`config.mk`:
```
export PLATFORM = sky130hd
export DESIGN_NAME = bg_fb_writer_flat
export DESIGN_NICKNAME = d
export VERILOG_FILES = /design/src/rtl/bg_fb_writer_pkg.sv /design/src/rtl/bg_fb_writer_if.sv /design/src/rtl/bg_fb_writer_fb_rect_scanner.sv /design/src/rtl/bg_fb_writer.sv /design/src/flat_wrapper.sv
export SDC_FILE = /design/constraint.sdc
export NUM_CORES = 1
export LEC_CHECK = 0
export ABC_CLOCK_PERIOD_IN_PS = 4100
export BUFFER_PORTS_ARGS = -buffer_cell sky130_fd_sc_hd__buf_2
export CORE_ASPECT_RATIO = 0.9
export CORE_MARGIN = 3
export CORE_UTILIZATION = 60
export CTS_CLUSTER_DIAMETER = 100
export DETAILED_ROUTE_END_ITERATION = 10
export GPL_TIMING_DRIVEN = 0
export PLACE_DENSITY = 0.82
export SETUP_SLACK_MARGIN = 0.02
export SLEW_MARGIN = 25
export SYNTH_ARGS = -nofsm -noshare
export SYNTH_HDL_FRONTEND = slang
export SYNTH_SLANG_ARGS = --single-unit
```
`constraint.sdc`:
```
create_clock -name pclk -period 4.1 [get_ports pclk]
set_clock_uncertainty 0.2 [all_clocks]
set_input_delay 0.41 -clock pclk [delete_from_list [all_inputs] [get_ports pclk]]
set_output_delay 0.41 -clock pclk [all_outputs]
set_load 0.02 [all_outputs]
```
`src/rtl/bg_fb_writer_pkg.sv`:
```
// bg_fb_writer_pkg: framebuffer geometry, bus widths and writer FSM state encoding shared by reader and writer
package bg_fb_writer_pkg;
  localparam int FB_WIDTH = 400;
  localparam int FB_HEIGHT = 300;
  localparam int FB_ADDR_W = 20;
  localparam int FB_PIX_W = 4;
  localparam int FB_COORD_W = 9;
  localparam logic [1:0] S_CLEAR = 2'd0;
  localparam logic [1:0] S_IDLE = 2'd1;
  localparam logic [1:0] S_FILL = 2'd2;
endpackage

```
`src/rtl/bg_fb_writer_if.sv`:
```
// bg_fb_writer_if: rectangle command handshake plus framebuffer write port; master = game logic, slave = writer
interface bg_fb_writer_if;
  import bg_fb_writer_pkg::*;
  logic cmd_valid;
  logic cmd_ready;
  logic [FB_COORD_W-1:0] cmd_x0;
  logic [FB_COORD_W-1:0] cmd_y0;
  logic [FB_COORD_W-1:0] cmd_x1;
  logic [FB_COORD_W-1:0] cmd_y1;
  logic [FB_PIX_W-1:0] cmd_color;
  logic wr_en;
  logic [FB_ADDR_W-1:0] wr_addr;
  logic [FB_PIX_W-1:0] wr_data;
  logic busy;
  logic done;
  logic err;
  modport master(output cmd_valid, cmd_x0, cmd_y0, cmd_x1, cmd_y1, cmd_color,
                 input cmd_ready, wr_en, wr_addr, wr_data, busy, done, err);
  modport slave(input cmd_valid, cmd_x0, cmd_y0, cmd_x1, cmd_y1, cmd_color,
                output cmd_ready, wr_en, wr_addr, wr_data, busy, done, err);
endinterface

```
`src/rtl/bg_fb_writer_fb_rect_scanner.sv`:
```
// fb_rect_scanner: raster x/y counters with row_base; ports pclk, rst, load (x0,y0,x1,y1), step -> addr (registered), last
module fb_rect_scanner
  import bg_fb_writer_pkg::*;
#(
  parameter int W = FB_WIDTH,
  parameter int H = FB_HEIGHT
) (
  input  logic                  pclk,
  input  logic                  rst,
  input  logic                  load,
  input  logic                  step,
  input  logic [FB_COORD_W-1:0] x0,
  input  logic [FB_COORD_W-1:0] y0,
  input  logic [FB_COORD_W-1:0] x1,
  input  logic [FB_COORD_W-1:0] y1,
  output logic [FB_ADDR_W-1:0]  addr,
  output logic                  last
);
  localparam logic [FB_COORD_W-1:0] XM = FB_COORD_W'(W - 1);
  localparam logic [FB_COORD_W-1:0] YM = FB_COORD_W'(H - 1);
  localparam logic [FB_ADDR_W-1:0] WA = FB_ADDR_W'(W);
  logic [FB_COORD_W-1:0] xs, xe, ye, x, y;
  logic [FB_ADDR_W-1:0] row_base, y_base;
  assign y_base = FB_ADDR_W'(y0) * WA;
  assign last = x == xe && y == ye;
  // reset state is the whole-buffer rectangle so a post-reset clear needs no load
  always_ff @(posedge pclk or posedge rst)
    if (rst) begin
      xs <= '0;
      xe <= XM;
      ye <= YM;
      x <= '0;
      y <= '0;
      row_base <= '0;
      addr <= '0;
    end else if (load) begin
      xs <= x0;
      xe <= x1;
      ye <= y1;
      x <= x0;
      y <= y0;
      row_base <= y_base;
      addr <= y_base + FB_ADDR_W'(x0);
    end else if (step) begin
      if (x == xe) begin
        x <= xs;
        y <= y + 1'b1;
        row_base <= row_base + WA;
        addr <= row_base + WA + FB_ADDR_W'(xs);
      end else begin
        x <= x + 1'b1;
        addr <= addr + 1'b1;
      end
    end
endmodule

```
`src/rtl/bg_fb_writer.sv`:
```
// bg_fb_writer: clear/rect-fill write agent for the background framebuffer; ports pclk, rst, bus (cmd_* in; cmd_ready, wr_*, busy, done, err out)
module bg_fb_writer #(
  parameter int FB_WIDTH = 400,
  parameter int FB_HEIGHT = 300,
  parameter bit CLEAR_ON_RESET = 1'b1,
  parameter logic [3:0] CLEAR_COLOR = 4'h0
) (
  input logic         pclk,
  input logic         rst,
  bg_fb_writer_if.slave bus
);
  import bg_fb_writer_pkg::*;
  localparam logic [FB_COORD_W-1:0] XM = FB_COORD_W'(FB_WIDTH - 1);
  localparam logic [FB_COORD_W-1:0] YM = FB_COORD_W'(FB_HEIGHT - 1);
  logic [1:0] state;
  logic [FB_COORD_W-1:0] x1c, y1c;
  logic accept, bad, load, step, last;
  assign x1c = bus.cmd_x1 > XM ? XM : bus.cmd_x1;
  assign y1c = bus.cmd_y1 > YM ? YM : bus.cmd_y1;
  assign bad = bus.cmd_x0 > XM || bus.cmd_y0 > YM || bus.cmd_x0 > x1c || bus.cmd_y0 > y1c;
  assign accept = state == S_IDLE && bus.cmd_valid && bus.cmd_ready;
  assign load = accept && !bad;
  assign step = state != S_IDLE && bus.wr_en && !last;
  assign bus.busy = state != S_IDLE;
  fb_rect_scanner #(.W(FB_WIDTH), .H(FB_HEIGHT)) u_scan (
    .pclk(pclk),
    .rst(rst),
    .load(load),
    .step(step),
    .x0(bus.cmd_x0),
    .y0(bus.cmd_y0),
    .x1(x1c),
    .y1(y1c),
    .addr(bus.wr_addr),
    .last(last)
  );
  // CLEAR spends its first cycle raising wr_en; the scanner already points at address 0
  always_ff @(posedge pclk or posedge rst)
    if (rst) begin
      state <= CLEAR_ON_RESET ? S_CLEAR : S_IDLE;
      bus.cmd_ready <= 1'b0;
      bus.wr_en <= 1'b0;
      bus.wr_data <= '0;
      bus.done <= 1'b0;
      bus.err <= 1'b0;
    end else begin
      bus.done <= 1'b0;
      bus.err <= 1'b0;
      if (state == S_IDLE) begin
        bus.cmd_ready <= 1'b1;
        if (accept) begin
          bus.err <= bad;
          if (!bad) begin
            state <= S_FILL;
            bus.cmd_ready <= 1'b0;
            bus.wr_en <= 1'b1;
            bus.wr_data <= bus.cmd_color;
          end
        end
      end else if (!bus.wr_en) begin
        bus.wr_en <= 1'b1;
        bus.wr_data <= CLEAR_COLOR;
      end else if (last) begin
        state <= S_IDLE;
        bus.wr_en <= 1'b0;
        bus.cmd_ready <= 1'b1;
        bus.done <= 1'b1;
      end
    end
endmodule

```
`src/flat_wrapper.sv`:
```
// flat-port wrapper written by rule: the top's interface ports become plain ports
module bg_fb_writer_flat import bg_fb_writer_pkg::*;
#(
  parameter int FB_WIDTH = 400,
  parameter int FB_HEIGHT = 300,
  parameter bit CLEAR_ON_RESET = 1'b1,
  parameter logic [3:0] CLEAR_COLOR = 4'h0
)
  (pclk, rst, bus_cmd_valid, bus_cmd_x0, bus_cmd_y0, bus_cmd_x1, bus_cmd_y1, bus_cmd_color, bus_cmd_ready, bus_wr_en, bus_wr_addr, bus_wr_data, bus_busy, bus_done, bus_err);
  bg_fb_writer_if bus_i ();
  input logic pclk;
  input logic rst;
  input wire logic [$bits(bus_i.cmd_valid)-1:0] bus_cmd_valid;
  input wire logic [$bits(bus_i.cmd_x0)-1:0] bus_cmd_x0;
  input wire logic [$bits(bus_i.cmd_y0)-1:0] bus_cmd_y0;
  input wire logic [$bits(bus_i.cmd_x1)-1:0] bus_cmd_x1;
  input wire logic [$bits(bus_i.cmd_y1)-1:0] bus_cmd_y1;
  input wire logic [$bits(bus_i.cmd_color)-1:0] bus_cmd_color;
  output wire logic [$bits(bus_i.cmd_ready)-1:0] bus_cmd_ready;
  output wire logic [$bits(bus_i.wr_en)-1:0] bus_wr_en;
  output wire logic [$bits(bus_i.wr_addr)-1:0] bus_wr_addr;
  output wire logic [$bits(bus_i.wr_data)-1:0] bus_wr_data;
  output wire logic [$bits(bus_i.busy)-1:0] bus_busy;
  output wire logic [$bits(bus_i.done)-1:0] bus_done;
  output wire logic [$bits(bus_i.err)-1:0] bus_err;
  assign bus_i.cmd_valid = bus_cmd_valid;
  assign bus_i.cmd_x0 = bus_cmd_x0;
  assign bus_i.cmd_y0 = bus_cmd_y0;
  assign bus_i.cmd_x1 = bus_cmd_x1;
  assign bus_i.cmd_y1 = bus_cmd_y1;
  assign bus_i.cmd_color = bus_cmd_color;
  assign bus_cmd_ready = bus_i.cmd_ready;
  assign bus_wr_en = bus_i.wr_en;
  assign bus_wr_addr = bus_i.wr_addr;
  assign bus_wr_data = bus_i.wr_data;
  assign bus_busy = bus_i.busy;
  assign bus_done = bus_i.done;
  assign bus_err = bus_i.err;
  bg_fb_writer #(.FB_WIDTH(FB_WIDTH), .FB_HEIGHT(FB_HEIGHT), .CLEAR_ON_RESET(CLEAR_ON_RESET), .CLEAR_COLOR(CLEAR_COLOR)) u_core (.pclk(pclk), .rst(rst), .bus(bus_i));
endmodule
```
# Word level (Yosys, flattened, before mapping)
# Cells that the tools add are included.
# totals
reg_bits	95
output_inout_bits	29
wordCells	91
# classes
add_sub_neg	6
multipliers	1
n_lt_le_gt_ge	6
eq_ne	7
mux	38
n_reduce_logical	20
# ops
operator	n
$mux W20	6
$mux W9	8
$gt A9 B9 Y1 const B	4
$add A20 B1 Y20 const B	1
$add A20 B9 Y20	1
$add A20 B9 Y20 const B	1
$add A18 B9 Y19	1
$add A9 B1 Y9 const B	2
$eq A9 B9 Y1	2
$gt A9 B9 Y1	2
$mux W4	4
$mux W1	15
$mul A9 B5 Y14 const B	1
$mux W2	5
$reduce_bool A2 Y1	4
$logic_and A1 B1 Y1	6
$reduce_and A2 Y1	3
$ne A2 B1 Y1 const B	2
$ne A2 B2 Y1 const B	2
$reduce_and A4 Y1	1
$logic_or A1 B1 Y1	3
$reduce_and A3 Y1	1
$eq A2 B1 Y1 const B	1
$logic_not A1 Y1	2

# Depth between registers and ports, before layout
# logic_depth
depth_word	9
mapped_depth	15

# Modules after synthesis
# Synthesis repeated with hierarchy kept, for this count alone.
# unflattened
cells_unflattened	833
hier_area_um2	7225.7
# modules_own_cells
mod	instances	cells_each	area_per_inst_um2	seq_area_each_um2
fb_rect_scanner	1	696	6097.1	2040.7
bg_fb_writer	1	137	1128.6	250.2

# Least setup slack after synthesis
# Ideal clock, no wire load.
# synth_timing
path_kind	input -> register
startpoint	in bus_cmd_y0[2]
endpoint	reg u_core.u_scan.addr[16]
setup_ns	0.123
arrival_time_ns	3.344
path_slack_ns	0.433
cell_stages	13
n_path_buf	0
path_cell_list	inv_1 > ha_1 > inv_1 > ha_1 > fa_1 > ha_1 > a211oi_1 > nor2_1 > nor4b_2 > o211ai_1 > nor3_1 > xor2_1 > o221a_2
# synth_via
elab_chain_len	7
elab_cells_between_ends	11
classes_between	1 x add/sub; 1 x mul; 2 x order compare; 1 x mux; 6 x reduce/logical
# synth_rtl
element	line	rtl
start: declaration	flat_wrapper.sv:15	input wire logic [$bits(bus_i.cmd_y0)-1:0] bus_cmd_y0;
branches (longest 7 deep; another with $add A18 B9 Y19)	n/a	
end signal: assignment	bg_fb_writer_fb_rect_scanner.sv:43	addr <= y_base + FB_ADDR_W'(x0);
end signal: assignment	bg_fb_writer_fb_rect_scanner.sv:49	addr <= row_base + WA + FB_ADDR_W'(xs);
end signal: assignment	bg_fb_writer_fb_rect_scanner.sv:52	addr <= addr + 1'b1;
end: declaration	bg_fb_writer_fb_rect_scanner.sv:16	output logic [FB_ADDR_W-1:0] addr,
# Parallel ways; which one is timed is not known.
# A chain may end at the register's enable or synchronous reset.

# Final worst setup path
# Ends and elaborated chain as after synthesis.

==> flow_metrics.env <==
export IMPL_p_switching_mw=0.742
export IMPL_p_total_mw=2.40
export IMPL_synth_cells=876
export IMPL_max_freq_mhz=256
export IMPL_syn2layout_area_growth_pct=12.9
export IMPL_die_w_um=123
export IMPL_swShare_pct=30.9
export IMPL_ioPinCount=72
export IMPL_ys_ff_latch=91
export IMPL_synth_nets=996
export IMPL_cts_tree="yes"
export IMPL_cts_made_buffers=9
export IMPL_dieArea_um2=13700
export IMPL_insertion_delay_ns=0.36
export IMPL_cp_slowest_cell="fa_1"
export IMPL_drv_slew=0
export IMPL_r2r_slack_ns=0.50
export IMPL_antennaDiodeCount=0
export IMPL_drive_gt1_share_pct=14.6
export IMPL_synth_area_per_cell_um2=8.44
export IMPL_critical_path_cell_chain="buf_2 > inv_1 > ha_1 > inv_1 > ha_1 > fa_1 > ha_1 > a211oi_2 > nor2_1 > nor4b_2 > o211ai_1 > nor3_2 > xor2_1 > o221a_2"
export IMPL_p_leak_nw=3.78
export IMPL_hpwl_um=15800
export IMPL_clkSlewWorstSetupHoldPaths_ns=0.07
export IMPL_grt_max_degree=60
export IMPL_seq_area_frac_synth_pct=31.0
export IMPL_holdPathStages=2
export IMPL_ys_warn_count=0
export IMPL_slew_headroom_pct=37.3
export IMPL_antenna_found_initial=0
export IMPL_utilization_pct=71.2
export IMPL_drtPass1Iterations=5
export IMPL_syn_area_um2=7390
export IMPL_internal_power_mw=1.66
export IMPL_io_buffers=71
export IMPL_via_per_inst=6.33
export IMPL_reg2reg_from="u_core.u_scan.row_base[4]"
export IMPL_dieHeight_um=111
export IMPL_tns_ns=0
export IMPL_yosys_area_top_type="dfrtp_1"
export IMPL_critPathMaxStageDelay_ns=0.46
export IMPL_grt_overflow=0
export IMPL_track_usage_pct=31.7
export IMPL_fin_crit_sh_pct=95.3
export IMPL_cp_max_fo=6
export IMPL_crit_arrival_ns=3.95
export IMPL_layout_cells_non_filler=1121
export IMPL_power_frac_clock_pct=39.7
export IMPL_initial_core_util_pct=63.1
export IMPL_antenna_left=0
export IMPL_ys_types=76
export IMPL_regToRegEndpoint="u_core.u_scan.addr[14]"
export IMPL_ir_drop_v=0.000192
export IMPL_critPathBufInv=3
export IMPL_rr_worst_depth=11
export IMPL_seq_power_share_pct=37.4
export IMPL_powerDensity_nw_per_um2=288
export IMPL_hold_viol_final=0
export IMPL_rows=37
export IMPL_vias=7099
export IMPL_critPathKind="input port to flop"
export IMPL_power_frac_comb_pct=22.9
export IMPL_wl_per_cell_um=19.0
export IMPL_cts_root_buffer="clkbuf_16"
export IMPL_grt_setup_unrepaired="false"
export IMPL_cts_path_max_buffers=2
export IMPL_post_cts_buffers=0
export IMPL_setup_violations=0
export IMPL_holdPathEnd="u_core.bus.wr_data[3]"
export IMPL_hp_class="input port to flop"
export IMPL_dp_cells=1104
export IMPL_fin_nets=1080
export IMPL_core_area_um2=11700
export IMPL_grt_pass1_vias=6882
export IMPL_drt_wl_total_um=21300
export IMPL_min_from="bus_cmd_color[3]"
export IMPL_worstPathRequired_ns=4.14
export IMPL_start_kind="input port"
export IMPL_cts_htree_levels=3
export IMPL_synth_ff_type="dfrtp_1"
export IMPL_routabilityCongestion=0.945
export IMPL_synth_edf_count=0
export IMPL_nFillCells=902
export IMPL_drc_errors=0
export IMPL_cts_sinks=91
export IMPL_grt_pass1_wl_um=34500
export IMPL_synth_top_area_share_pct=27.1
export IMPL_cpMostUsedCell="ha_1"
export IMPL_path_delay_family="adder cells"
export IMPL_endpoint_kind="flop"
export IMPL_drv_cap=0
export IMPL_outcome="finished, final reports clean"
export IMPL_drtIter0Drc=834
export IMPL_async_flop_share_pct=100
export IMPL_worstMarginPinSlew_ns=0.940
export IMPL_fin_crit_ns=3.91
export IMPL_synth_area_leaders="dfrtp_1 (27%), ha_1 (12%), nand2_1 (5.8%), nor2_1 (4.1%), o21ai_0 (4.1%)"
## layout by cell type, fill, tap and decap left out, types with 6 or more instances in the layout
| cell type | instances |
|---|---|
| xor2_1 | 32 |
| o22ai_1 | 9 |
| o21ai_0 | 58 |
| a21oi_1 | 35 |
| clkbuf_1 | 21 |
| and3_1 | 8 |
| dfrtp_1 | 80 |
| nor4_1 | 6 |
| nand2b_1 | 6 |
| xnor2_1 | 33 |
| nand2_1 | 115 |
| clkbuf_16 | 9 |
| dfstp_2 | 11 |
| nor3_1 | 25 |
| nand3_1 | 30 |
| ha_1 | 72 |
| a21o_1 | 11 |
| nor2b_1 | 7 |
| a31oi_1 | 6 |
| o21a_1 | 8 |
| nor2_1 | 81 |
| nand4_1 | 12 |
| o211ai_1 | 16 |
| nand3b_1 | 7 |
| a211oi_1 | 21 |
| buf_2 | 80 |
| o21ai_1 | 10 |
| inv_1 | 45 |
## metrics by stage
step / hold WS, ns / cell area [um2] / setup WS (ns)
4_1_cts: 0.0745 / 8310 / 0.107
2_1_floorplan: 0.239 / 7390 / 0.433
3_3_place_gp: 0.255 / 7940 / -0.233
5_1_grt: 0.0817 / 8340 / 0.0576
6_report: 0.0765 / 8340 / 0.192
3_5_place_dp: 0.218 / 7970 / -0.245
## power groups by stage
stage	sequential [mW]	combinational, mW	clock (mW)
after detailed placement	0.915	0.521	0
after global routing	0.897	0.607	0.987
after CTS	0.898	0.527	0.945
final	0.897	0.551	0.953
after floorplan	0.915	0.366	0
after global placement	0.915	0.509	0
## area by class of cell
| cell class | count | area, um2 | area share (%) |
|---|---|---|---|
| Clock inverter | 7 | 105 | 1.26 |
| Inverter | 46 | 178 | 2.13 |
| Timing Repair Buffer | 73 | 393 | 4.71 |
| Clock buffer | 9 | 225 | 2.70 |
| Tap cell | 156 | 195 | 2.34 |
| Sequential cell | 91 | 2290 | 27.5 |
| Buffer | 34 | 146 | 1.75 |
| Multi-Input combinational cell | 705 | 4810 | 57.6 |
## worst register-to-register path, delay by kind of cell, from the launching register on
kind,cells,cell delay [ns]
compound gates,5,1.27
fa+ha+maj,2,0.67
flops,1,0.46
simple gates,2,0.46
mux,1,0.31
xor+xnor,1,0.12
## flip-flops by register name, summed over array words and instances (netlist names), 2 cells and up
register                count
u_core.bus.wr_data          4
u_core.u_scan.addr         20
u_core.u_scan.y             9
u_core.u_scan.x             9
u_core.u_scan.row_base     16
u_core.state                2
u_core.u_scan.xs            9
u_core.u_scan.xe            9
u_core.u_scan.ye            9
## logic make-up after synthesis
group	count (synthesis)	synth area share [%]
compound gates	225	20.7
simple gates	330	21.5
mux	5	0.711
buf+inv	80	4.32
flops	91	31.0
fa+ha+maj	77	13.5
xor+xnor	68	8.26
## worst max-delay path by stage
stage | start | end | slack, ns | cells after the start
after floorplan | bus_cmd_y0[2] | u_core.u_scan.addr[16] | 0.43 | 13
final | bus_cmd_y0[2] | u_core.u_scan.addr[16] | 0.19 | 14
after global routing | bus_cmd_y0[2] | u_core.u_scan.addr[16] | 0.06 | 14
after global placement | bus_cmd_y0[2] | u_core.u_scan.addr[16] | -0.23 | 14
after detailed placement | bus_cmd_y0[2] | u_core.u_scan.addr[16] | -0.24 | 14
after CTS | bus_cmd_y0[2] | u_core.u_scan.addr[16] | 0.11 | 14
## timing repair
item                                   in CTS  in global routing
gates resized for setup                     0                  7
endpoints found under the hold margin      32                  0
setup endpoints to repair                   0                  2
hold buffers                                1                  0
## Yosys cell counts, types with 3 or more instances
| master | instances |
|---|---|
| mux2i_1 | 3 |
| nand3b_1 | 7 |
| nor4_1 | 6 |
| o2111ai_1 | 4 |
| a211oi_1 | 23 |
| o21a_1 | 8 |
| nor3b_1 | 3 |
| dfrtp_1 | 80 |
| buf_2 | 9 |
| inv_1 | 46 |
| nand2_1 | 115 |
| nand4_1 | 12 |
| fa_1 | 5 |
| nor2_1 | 81 |
| a22o_1 | 5 |
| a31oi_1 | 6 |
| a21oi_1 | 35 |
| clkbuf_1 | 21 |
| xor2_1 | 33 |
| nor2b_1 | 7 |
| nand2b_1 | 6 |
| and3_1 | 8 |
| o21ai_0 | 60 |
| buf_1 | 3 |
| and2_1 | 4 |
| or2_2 | 5 |
| nor3_1 | 26 |
| o22ai_1 | 9 |
| ha_1 | 72 |
| nand3_1 | 30 |
| or3_1 | 5 |
| o211ai_1 | 16 |
| a21o_1 | 11 |
| o31ai_1 | 3 |
| o221a_2 | 3 |
| o21ai_1 | 8 |
| and4_1 | 3 |
| xnor2_1 | 33 |
| dfstp_2 | 11 |
## layer usage
metal / vias to the layer above / global-route usage, % / wire length, um
met1: 3357 / 43.2 / 9140
li1: 3325 / - / -
met2: 348 / 50.2 / 9760
met3: 69 / 6.89 / 1760
met5: - / 0 / 0
met4: 0 / 10.2 / 589
(Power assumes the default switching activity.)
